==> src/rtl/etroc2_pll_pkg.sv <==
// Shared constants for the ETROC2 PLL lock monitor: state codes,
// default widths and the calibration kick length.
package etroc2_pll_pkg;
  localparam int CNTW_DEF = 12;
  localparam int LOLW_DEF = 8;
  localparam int KICK_LEN = 4;

  localparam logic [1:0] ST_KICK   = 2'd0;
  localparam logic [1:0] ST_IDLE   = 2'd1;
  localparam logic [1:0] ST_ACQ    = 2'd2;
  localparam logic [1:0] ST_LOCKED = 2'd3;
  // LOST shares code 0 with KICK and is told apart by lost_flag
  localparam logic [1:0] ST_LOST   = 2'd0;
endpackage

==> src/rtl/pll_lock_sync.sv <==
// Two-flop synchronizer bringing the raw PLL phase-match flag
// into the clk40 domain.
module pll_lock_sync (
  input  logic clk40,
  input  logic reset,
  input  logic din,
  output logic dout
);
  logic meta;

  always_ff @(posedge clk40) begin
    if (reset) begin
      meta <= 1'b0;
      dout <= 1'b0;
    end else begin
      meta <= din;
      dout <= meta;
    end
  end
endmodule

==> src/rtl/pll_lock_monitor.sv <==
// PLL lock monitor: lock/unlock filtering, relock timeout, loss counter.
// Define PLL_LOCK_MONITOR_HISTORY_EN to build the 8-sample history.
module pll_lock_monitor
  import etroc2_pll_pkg::*;
#(
  parameter int CNTW = CNTW_DEF,
  parameter int LOLW = LOLW_DEF
) (
  input  logic            clk40,
  input  logic            reset,
  input  logic            instantLock,
  input  logic            pllCalibrationDone,
  input  logic [CNTW-1:0] lockThreshold,
  input  logic [CNTW-1:0] unlockThreshold,
  input  logic [CNTW-1:0] relockTimeout,
  input  logic            clearCounters,
  output logic            startCalibration,
  output logic            pllLocked,
  output logic            recalRequest,
  output logic [LOLW-1:0] lossOfLockCount,
  output logic [1:0]      monitorState,
  output logic [7:0]      lockHistory
);
  logic            sample;
  logic [1:0]      state;
  logic            lost_flag;
  logic            lock_pend;
  logic [2:0]      kick_cnt;
  logic [CNTW-1:0] good_cnt, bad_cnt, tmo_cnt;
  logic [CNTW-1:0] good_inc, bad_inc, tmo_inc;
  logic [CNTW-1:0] lock_thr, unlock_thr;
  logic [LOLW-1:0] lol_inc;
  logic            loss_evt, recal_hit;

  pll_lock_sync u_sync (
    .clk40 (clk40),
    .reset (reset),
    .din   (instantLock),
    .dout  (sample)
  );

  assign good_inc = (&good_cnt) ? good_cnt : good_cnt + 1'b1;
  assign bad_inc  = (&bad_cnt)  ? bad_cnt  : bad_cnt + 1'b1;
  assign tmo_inc  = (&tmo_cnt)  ? tmo_cnt  : tmo_cnt + 1'b1;
  assign lol_inc  = (&lossOfLockCount) ? lossOfLockCount
                                       : lossOfLockCount + 1'b1;

  assign lock_thr   = (lockThreshold == '0)   ? CNTW'(1) : lockThreshold;
  assign unlock_thr = (unlockThreshold == '0) ? CNTW'(1) : unlockThreshold;

  assign loss_evt = (state == ST_LOCKED) && pllCalibrationDone &&
                    !sample && (bad_inc >= unlock_thr);
  // Fires once when the count crosses the timeout; 0 never crosses
  assign recal_hit = lost_flag && pllCalibrationDone &&
                     (tmo_cnt < relockTimeout) &&
                     (tmo_inc >= relockTimeout);

  assign pllLocked    = (state == ST_LOCKED);
  assign monitorState = state;

  always_ff @(posedge clk40) begin
    if (reset) begin
      state            <= ST_KICK;
      lost_flag        <= 1'b0;
      lock_pend        <= 1'b0;
      kick_cnt         <= '0;
      startCalibration <= 1'b0;
      good_cnt         <= '0;
      bad_cnt          <= '0;
      tmo_cnt          <= '0;
    end else begin
      startCalibration <= 1'b0;
      if (state == ST_KICK && !lost_flag) begin
        if (kick_cnt == 3'(KICK_LEN)) begin
          state <= ST_IDLE;
        end else begin
          kick_cnt         <= kick_cnt + 1'b1;
          startCalibration <= 1'b1;
        end
      end else if (!pllCalibrationDone) begin
        state     <= ST_IDLE;
        lost_flag <= 1'b0;
        lock_pend <= 1'b0;
        good_cnt  <= '0;
        bad_cnt   <= '0;
        tmo_cnt   <= '0;
      end else begin
        unique case (state)
          ST_IDLE: begin
            state     <= ST_ACQ;
            good_cnt  <= '0;
            lock_pend <= 1'b0;
          end
          ST_ACQ: begin
            if (lock_pend) begin
              state     <= ST_LOCKED;
              lock_pend <= 1'b0;
              bad_cnt   <= '0;
            end else if (sample) begin
              good_cnt <= good_inc;
              if (good_inc >= lock_thr) lock_pend <= 1'b1;
            end else begin
              good_cnt <= '0;
            end
          end
          ST_LOCKED: begin
            if (sample) begin
              bad_cnt <= '0;
            end else if (loss_evt) begin
              state     <= ST_LOST;
              lost_flag <= 1'b1;
              bad_cnt   <= '0;
              tmo_cnt   <= '0;
            end else begin
              bad_cnt <= bad_inc;
            end
          end
          default: begin
            tmo_cnt <= tmo_inc;
            if (sample) begin
              state     <= ST_ACQ;
              lost_flag <= 1'b0;
              good_cnt  <= '0;
            end
          end
        endcase
      end
    end
  end

  always_ff @(posedge clk40) begin
    if (reset) begin
      lossOfLockCount <= '0;
      recalRequest    <= 1'b0;
    end else begin
      if (clearCounters)
        lossOfLockCount <= loss_evt ? LOLW'(1) : '0;
      else if (loss_evt)
        lossOfLockCount <= lol_inc;
      if (clearCounters)
        recalRequest <= 1'b0;
      else if (recal_hit)
        recalRequest <= 1'b1;
    end
  end

`ifdef PLL_LOCK_MONITOR_HISTORY_EN
  logic [7:0] hist;
  always_ff @(posedge clk40) begin
    if (reset) hist <= '0;
    else       hist <= {hist[6:0], sample};
  end
  assign lockHistory = hist;
`else
  assign lockHistory = 8'h00;
`endif
endmodule

==> config.mk <==
export PLATFORM = sky130hd
export DESIGN_NAME = pll_lock_monitor
export DESIGN_NICKNAME = d
export VERILOG_FILES = /design/src/rtl/etroc2_pll_pkg.sv /design/src/rtl/pll_lock_sync.sv /design/src/rtl/pll_lock_monitor.sv
export SDC_FILE = /design/constraint.sdc
export NUM_CORES = 1
export LEC_CHECK = 0
export CORE_MARGIN = 4
export CORE_UTILIZATION = 50
export DETAILED_ROUTE_END_ITERATION = 10
export GPL_ROUTABILITY_DRIVEN = 0
export PLACE_DENSITY = 0.73
export REMOVE_ABC_BUFFERS = 1
export SLEW_MARGIN = 10
export SYNTH_ARGS = -nofsm -noshare
export SYNTH_HDL_FRONTEND = slang
export SYNTH_SLANG_ARGS = --single-unit
==> constraint.sdc <==
create_clock -name clk40 -period 5.4 [get_ports clk40]
set_clock_uncertainty 0.2 [all_clocks]
set_input_delay 0.54 -clock clk40 [delete_from_list [all_inputs] [get_ports clk40]]
set_output_delay 0.54 -clock clk40 [all_outputs]
set_load 0.03 [all_outputs]
* Word level (Yosys, flattened, before mapping) *
Index checks and enable logic that the tools add are counted.

cells by class
  magnitude comparators = 4
  multiplexer cells = 42
  add/subtract/negate cells = 5
  bitwise operators = 2
  eq/ne operators = 20
  reduce and logical (&&, ||, !) cells = 28

operator list
  operator               number
  $mux 12                16
  $pmux 12 s2            2
  $add 12x1->12 const B  3
  $ge 12x12->1           3
  $pmux 12 s3            1
  $reduce_and 12->1      3
  $logic_not 12->1       2
  $mux 8                 3
  $mux 2                 7
  $lt 12x12->1           1
  $mux 1                 10
  $reduce_and 5->1       2
  $ne 3x1->1 const B     3
  $ne 3x3->1 const B     3
  $add 8x1->8 const B    1
  $ne 4x4->1 const B     2
  $reduce_and 4->1       2
  $reduce_and 8->1       1
  $logic_and 1x1->1      7
  $ne 2x2->1 const B     3
  $ne 6x1->1 const B     1
  $pmux 2 s3             1
  $reduce_and 2->1       3
  $reduce_or 2->1        3
  14 further kinds       18

word-level totals
  bits in registers = 55
  logic and storage cells = 113

* Depth between registers and ports, before layout *
  depth in word-level cells = 9
  mapped depth = 14

* By module *
Synthesis repeated with hierarchy kept, for this count alone.

second synthesis, totals
  cell total of the unflattened synthesis = 594
  area total of the unflattened synthesis = 4585.6 µm²

modules (own cells, without submodules)
  module            area each (µm²)  cells an instance  seq. area each (µm²)  times used
  pll_lock_monitor  4533.1           590                1061.0                1
  pll_lock_sync     52.6             4                  40.0                  1

* Least setup slack after synthesis *
Ideal clock, no wire load.

  kind = register to register
  start point = register bad_cnt[0]
  end point = register tmo_cnt[4]
  data arrival time = 3260 ps
  buffers on the path = 2
  slack = 1806 ps
  stages on the path, launching flop included = 15
  cells stage by stage = dfxtp_1 -> ha_1 -> nand3_1 -> or3_1 -> buf_2 -> nand3_1 -> o21a_1 -> ha_1 -> and4_4 -> nor2b_2 -> or4_4 -> a21o_2 -> buf_2 -> a31oi_1 -> a211oi_1

between the ends
  longest elaborated chain between the ends = 6
  elaborated cells between the ends (all ways) = 7
  those cells by class = add/sub: 1; order compare: 1; eq/ne: 1; mux: 1; reduce/logical: 3

ends and longest elaborated chain
  what                                                       RTL line                 RTL
  start, declared                                            pll_lock_monitor.sv:29   logic [CNTW-1:0] good_cnt, bad_cnt, tmo_cnt;
  start signal, assigned                                     pll_lock_monitor.sv:115  bad_cnt <= bad_inc;
  $add 12x1->12 / $reduce_and 12->1 (equally long branches)  pll_lock_monitor.sv:43   assign bad_inc = (&bad_cnt) ? bad_cnt : bad_cnt + 1'b1;
  $mux 12 (*)                                                pll_lock_monitor.sv:43
  $ge 12x12->1 (*)                                           pll_lock_monitor.sv:52   !sample && (bad_inc >= unlock_thr);
  $logic_and 1x1->1 (*)                                      pll_lock_monitor.sv:52
  $ne 3x2->1 (no line) (*)                                   -
  $reduce_and 4->1 (no line) (*)                             -
  end signal, assigned                                       pll_lock_monitor.sv:119  tmo_cnt <= tmo_inc;
  end, declared                                              pll_lock_monitor.sv:29

Mark *: on every way between the ends. The rest lies on a longest branch, timed or not.
A chain may end at the register's enable or synchronous reset.

* Final worst setup path *
  start point = register bad_cnt[0]
  end point = register bad_cnt[5]

between the ends
  longest elaborated chain between the ends = 8
  elaborated cells between the ends (all ways) = 9
  those cells by class = add/sub: 1; order compare: 1; mux: 5; reduce/logical: 2

ends and longest elaborated chain
  what                                                       RTL line                 RTL
  $add 12x1->12 / $reduce_and 12->1 (equally long branches)  pll_lock_monitor.sv:43
  $mux 12 (*)                                                pll_lock_monitor.sv:43
  $ge 12x12->1                                               pll_lock_monitor.sv:52
  $logic_and 1x1->1                                          pll_lock_monitor.sv:52
  $mux 12 (*)                                                pll_lock_monitor.sv:109  end else if (loss_evt) begin
  $mux 12 (*)                                                pll_lock_monitor.sv:107  if (sample) begin
  $pmux 12 s2 (*)                                            pll_lock_monitor.sv:88   unique case (state)
  $mux 12 (*)                                                pll_lock_monitor.sv:80   end else if (!pllCalibrationDone) begin

Marks and branches as above.

==> results.md <==
Synth:
- Dividing the synthesized area by the synthesized cell count gives ~8 um2.
- The netlist uses 73 different library cells.
- The portion of netlist area occupied by mux cells is 2.02%.
- The number of warning messages in the yosys log is 0.
- Summing the areas of all xor and xnor instances in the mapped netlist gives under 10% of the synthesized area.
- The share of the yosys chip area belonging to registers is between 20% and 30%.
- Counting flops and latches in the post-synthesis netlist gives 55.
- The prevailing post-synth register cell is sky130_fd_sc_hd__dfxtp_1.
- In this run, synthesis inferred 0 flip-flops with an integrated enable.
- The mapped netlist covers between 0.004 and 0.005 mm2.
- After technology mapping, the gate count stands at around 590.
- Summing the areas of all fa, ha and maj instances in the mapped netlist gives about 15% of the synthesized area.
- The fraction of the mapped netlist area in simple logic gates is around 24%.
- In the synthesized netlist the async set-or-reset flop fraction comes to 0%.
- The area fraction in compound gates after synthesis is a little under a quarter.
- By area, the combinational part of the netlist is dominated by simple AND/OR/NAND/NOR gates.

Routing:
- After detailed routing, the average wire length per cell comes to ~15 um.
- In this run, the number of DRC markers left after iteration 0 of detailed routing was 249.
- The number of design rule violations left after detail routing is 0.
- The ratio of routed vias to standard cells is 5.94.
- The remaining number of nets flagged by the antenna check after routing is 0.
- The first detailed-routing pass ran for 5 iterations.
- The routed design has roughly 11000 um of wire.
- The via count is 4426.

Floorplan:
- The die is 105 um tall.
- 62 I/O pins were placed.
- Measured along the x axis, the die boundary spans about 100 um.
- The die footprint is approximately 0.011 mm2.
- The row count is 35.
- In this run the standard cell core region covers roughly 0.0092 mm2.
- For this configuration, the core starts out at a cell density of approximately half.

Power and ir drop:
- The analysis attributes to net switching a power of approximately 350 uW.
- Cell internal power was estimated by the tool at around 690 uW.
- In this run, the clock network consumes approximately a quarter of the power.
- The power density over the cells is between 150 and 200 mW/mm2.
- Combinational cells account for roughly a third of the total power.
- The leakage power is approximately 2.3 nW.
- VDD sags by at most 0.175 mV.
- The switching power as a share of total power is 33.8%.
- In this run, flip-flops and latches consume a little over two fifths of the power.

Clock network:
- In this run the number of H-tree levels came out at 2.
- The number of hold buffers added after CTS was 0.
- The clock tree from TritonCTS is done.
- The insertion delay of the later-clocked pin in the worst-skew pair is between 0.3 and 0.4 ns.
- Once the clock tree was built, the setup fixing pass inserted 0 buffers.
- The cell chosen for the clock root is sky130_fd_sc_hd__clkbuf_8.
- The total clock buffers created by CTS is 5.
- The clock sink count is 55.
- In this run the deepest clock path goes through 2 buffers.
- The count of instances resized after the clock tree is built is 0.
- Clock-pin slew was measured on the worst setup and hold paths at around 0.1 ns.

Setup path:
- STA puts the critical path data required time at roughly 5.4 ns.
- The end of the worst register-to-register path is bad_cnt[5].
- In this run the critical register-to-register path is launched from bad_cnt[0].
- The critical path start-end classification is reg -> reg.
- The sort of element at the start of the critical path is a flop.
- The nature of the critical path endpoint is a flop.
- For the worst flop-to-flop path, the logic depth is 11.
- Along the worst path, the maximum fanout reaches 17.
- STA puts the critical path data arrival time at roughly 4.5 ns.
- The slack of the worst reg-to-reg path is between 0.9 and 1 ns.

Timing:
- Setup repair after global routing left no endpoint under its margin.
- The final critical-path required period is between 4 and 5 ns.
- The final number of setup-violating endpoints is 0.
- In the finished design, the share of the clock period the worst path needs comes to around four fifths.
- The setup TNS is 0 ns.
- The maximum operating frequency is approximately 230 MHz.
- In this run the tightest slew margin relative to its limit is a little over a third.
- Hold is met by 0.247 ns.
- The total count of max-transition violations in the final report is 0.
- The final number of hold-violating endpoints came to 0.
- For the pin with the worst max-slew slack, the measured transition is between 0.9 and 1 ns.

Global routing:
- The number of global-route vias before repair came to approximately 4100.
- Entering global routing, the biggest net connects 41 pins.
- The all-layer global routing usage is a little under 20%.
- The initial antenna violation count was 0.
- The global-route wire length before repair is roughly 18000 um.
- The aggregate global routing overflow is 0.

Worst hold path:
- The sink of the worst hold path is u_sync.dout.
- The start point of the worst min-delay path is u_sync.meta.
- The worst hold path cell count is 1.
- In this run the worst hold path is classified as reg -> reg.

Placed design:
- The number of buffer cells added on primary ports is 53.
- The half-perimeter wire length of the detailed placement result is 8570 um.

Run:
- Max-cap violations in this run came to 0.

Finish:
- The layout-stage area growth over the synthesis result is 13.9%.
- The net count of the finished layout is around 730.
- Of the cells placed in the final design, the portion with a size suffix greater than 1 is between 7 and 8%.
- The leading cell type in the layout, fill and taps excluded is sky130_fd_sc_hd__ha_1.
- The library cells used most frequently in the layout, excluding fill and tap cells, are sky130_fd_sc_hd__ha_1 (58), sky130_fd_sc_hd__dfxtp_1 (55), sky130_fd_sc_hd__clkdlybuf4s50_1 (53).
- The number of diodes added for antenna fixing is 0.

Outcome:
- The flow ran to the end, and the final reports show no timing, DRC or antenna violations.
==> worst max path at each step <==
stage                    start  slack (ns)          to  cells past startpoint
floorplan           bad_cnt[0]        1.56  bad_cnt[5]                     11
global placement    bad_cnt[0]        1.19  bad_cnt[5]                     11
detailed placement  bad_cnt[0]        1.08  bad_cnt[5]                     11
CTS                 bad_cnt[0]        1.05  bad_cnt[5]                     11
global route        bad_cnt[0]        0.72  bad_cnt[5]                     11
finish              bad_cnt[0]        0.97  bad_cnt[5]                     11
==> Yosys cell counts, drive strengths merged, types with 10 or more instances <==
| cell type | count | area [um2] |
|---|---|---|
| nand4 | 26 | 163 |
| nor2b | 10 | 65.1 |
| nor3 | 13 | 75.1 |
| ha | 58 | 726 |
| clkbuf | 11 | 41.3 |
| buf | 20 | 136 |
| a211oi | 11 | 82.6 |
| nor2 | 34 | 128 |
| a21oi | 50 | 262 |
| nand3 | 19 | 100 |
| inv | 49 | 184 |
| and3 | 13 | 87.6 |
| xnor2 | 12 | 105 |
| o21ai | 30 | 154 |
| dfxtp | 55 | 1100 |
| nand2 | 46 | 173 |
| a21o | 14 | 110 |
==> power groups by stage <==
stage | sequential [mW] | combinational [mW] | clock (mW)
final | 0.441 | 0.334 | 0.269
after global routing | 0.444 | 0.373 | 0.292
after CTS | 0.441 | 0.334 | 0.279
after detailed placement | 0.450 | 0.331 | 0
after global placement | 0.449 | 0.322 | 0
after floorplan | 0.459 | 0.199 | 0
==> worst max-delay path: stages (launching register included) <==
cell	delay, ns
sky130_fd_sc_hd__dfxtp_1	0.49
sky130_fd_sc_hd__ha_1	0.33
sky130_fd_sc_hd__nand3_1	0.18
sky130_fd_sc_hd__or3_1	0.56
sky130_fd_sc_hd__nand4_1	0.24
sky130_fd_sc_hd__xnor2_1	0.15
sky130_fd_sc_hd__ha_1	0.27
sky130_fd_sc_hd__and3_1	0.20
sky130_fd_sc_hd__a221o_2	0.45
sky130_fd_sc_hd__a2111oi_4	0.86
sky130_fd_sc_hd__or2b_1	0.29
sky130_fd_sc_hd__mux2i_1	0.12
==> flip-flops by register name (all words and copies together) (netlist names) <==
signal and flops:
kick_cnt 3, startCalibration 1, u_sync.dout 1, lock_pend 1, lossOfLockCount 8, bad_cnt 12
u_sync.meta 1, recalRequest 1, tmo_cnt 12, good_cnt 12, monitorState 2, lost_flag 1
==> cell families after synthesis <==
logic type / count (synthesis)
XOR/XNOR: 21
AND/OR/NAND/NOR: 208
buffers and inverters: 80
multiplexers: 9
other: 1
adder cells (fa/ha/maj): 58
flip-flops: 55
AO/OA/AOI/OAI: 162
==> stage by stage <==
stage	setup WS (ns)	power (mW)	std cells	area [um2]	utilization, %
3_5_place_dp	1.08	0.782	738	5250	57.0
6_report	0.974	1.04	745	5350	58.2
2_1_floorplan	1.56	0.659	570	4550	-
5_1_grt	0.725	1.11	745	5350	58.2
4_1_cts	1.05	1.05	745	5350	58.2
3_3_place_gp	1.19	0.771	738	5250	57.0
==> per-layer routing <==
layer	GRT usage (%)	part of all wire [%]	up-vias
li1	-	-	2245
met1	25.2	46	2034
met2	33.0	48	127
met3	2.96	4.2	20
met4	5.06	1.7	0
met5	0	0	-
==> cell type report <==
| type | instances | area, um2 |
|---|---|---|
| Clock inverter | 2 | 37.5 |
| Tap cell | 111 | 139 |
| Timing Repair Buffer | 57 | 561 |
| Clock buffer | 5 | 68.8 |
| Fill cell | 844 | 3840 |
| Multi-Input combinational cell | 466 | 3260 |
| Sequential cell | 55 | 1100 |
| Inverter | 49 | 184 |
Note: power is estimated with default switching activity, not from simulation.
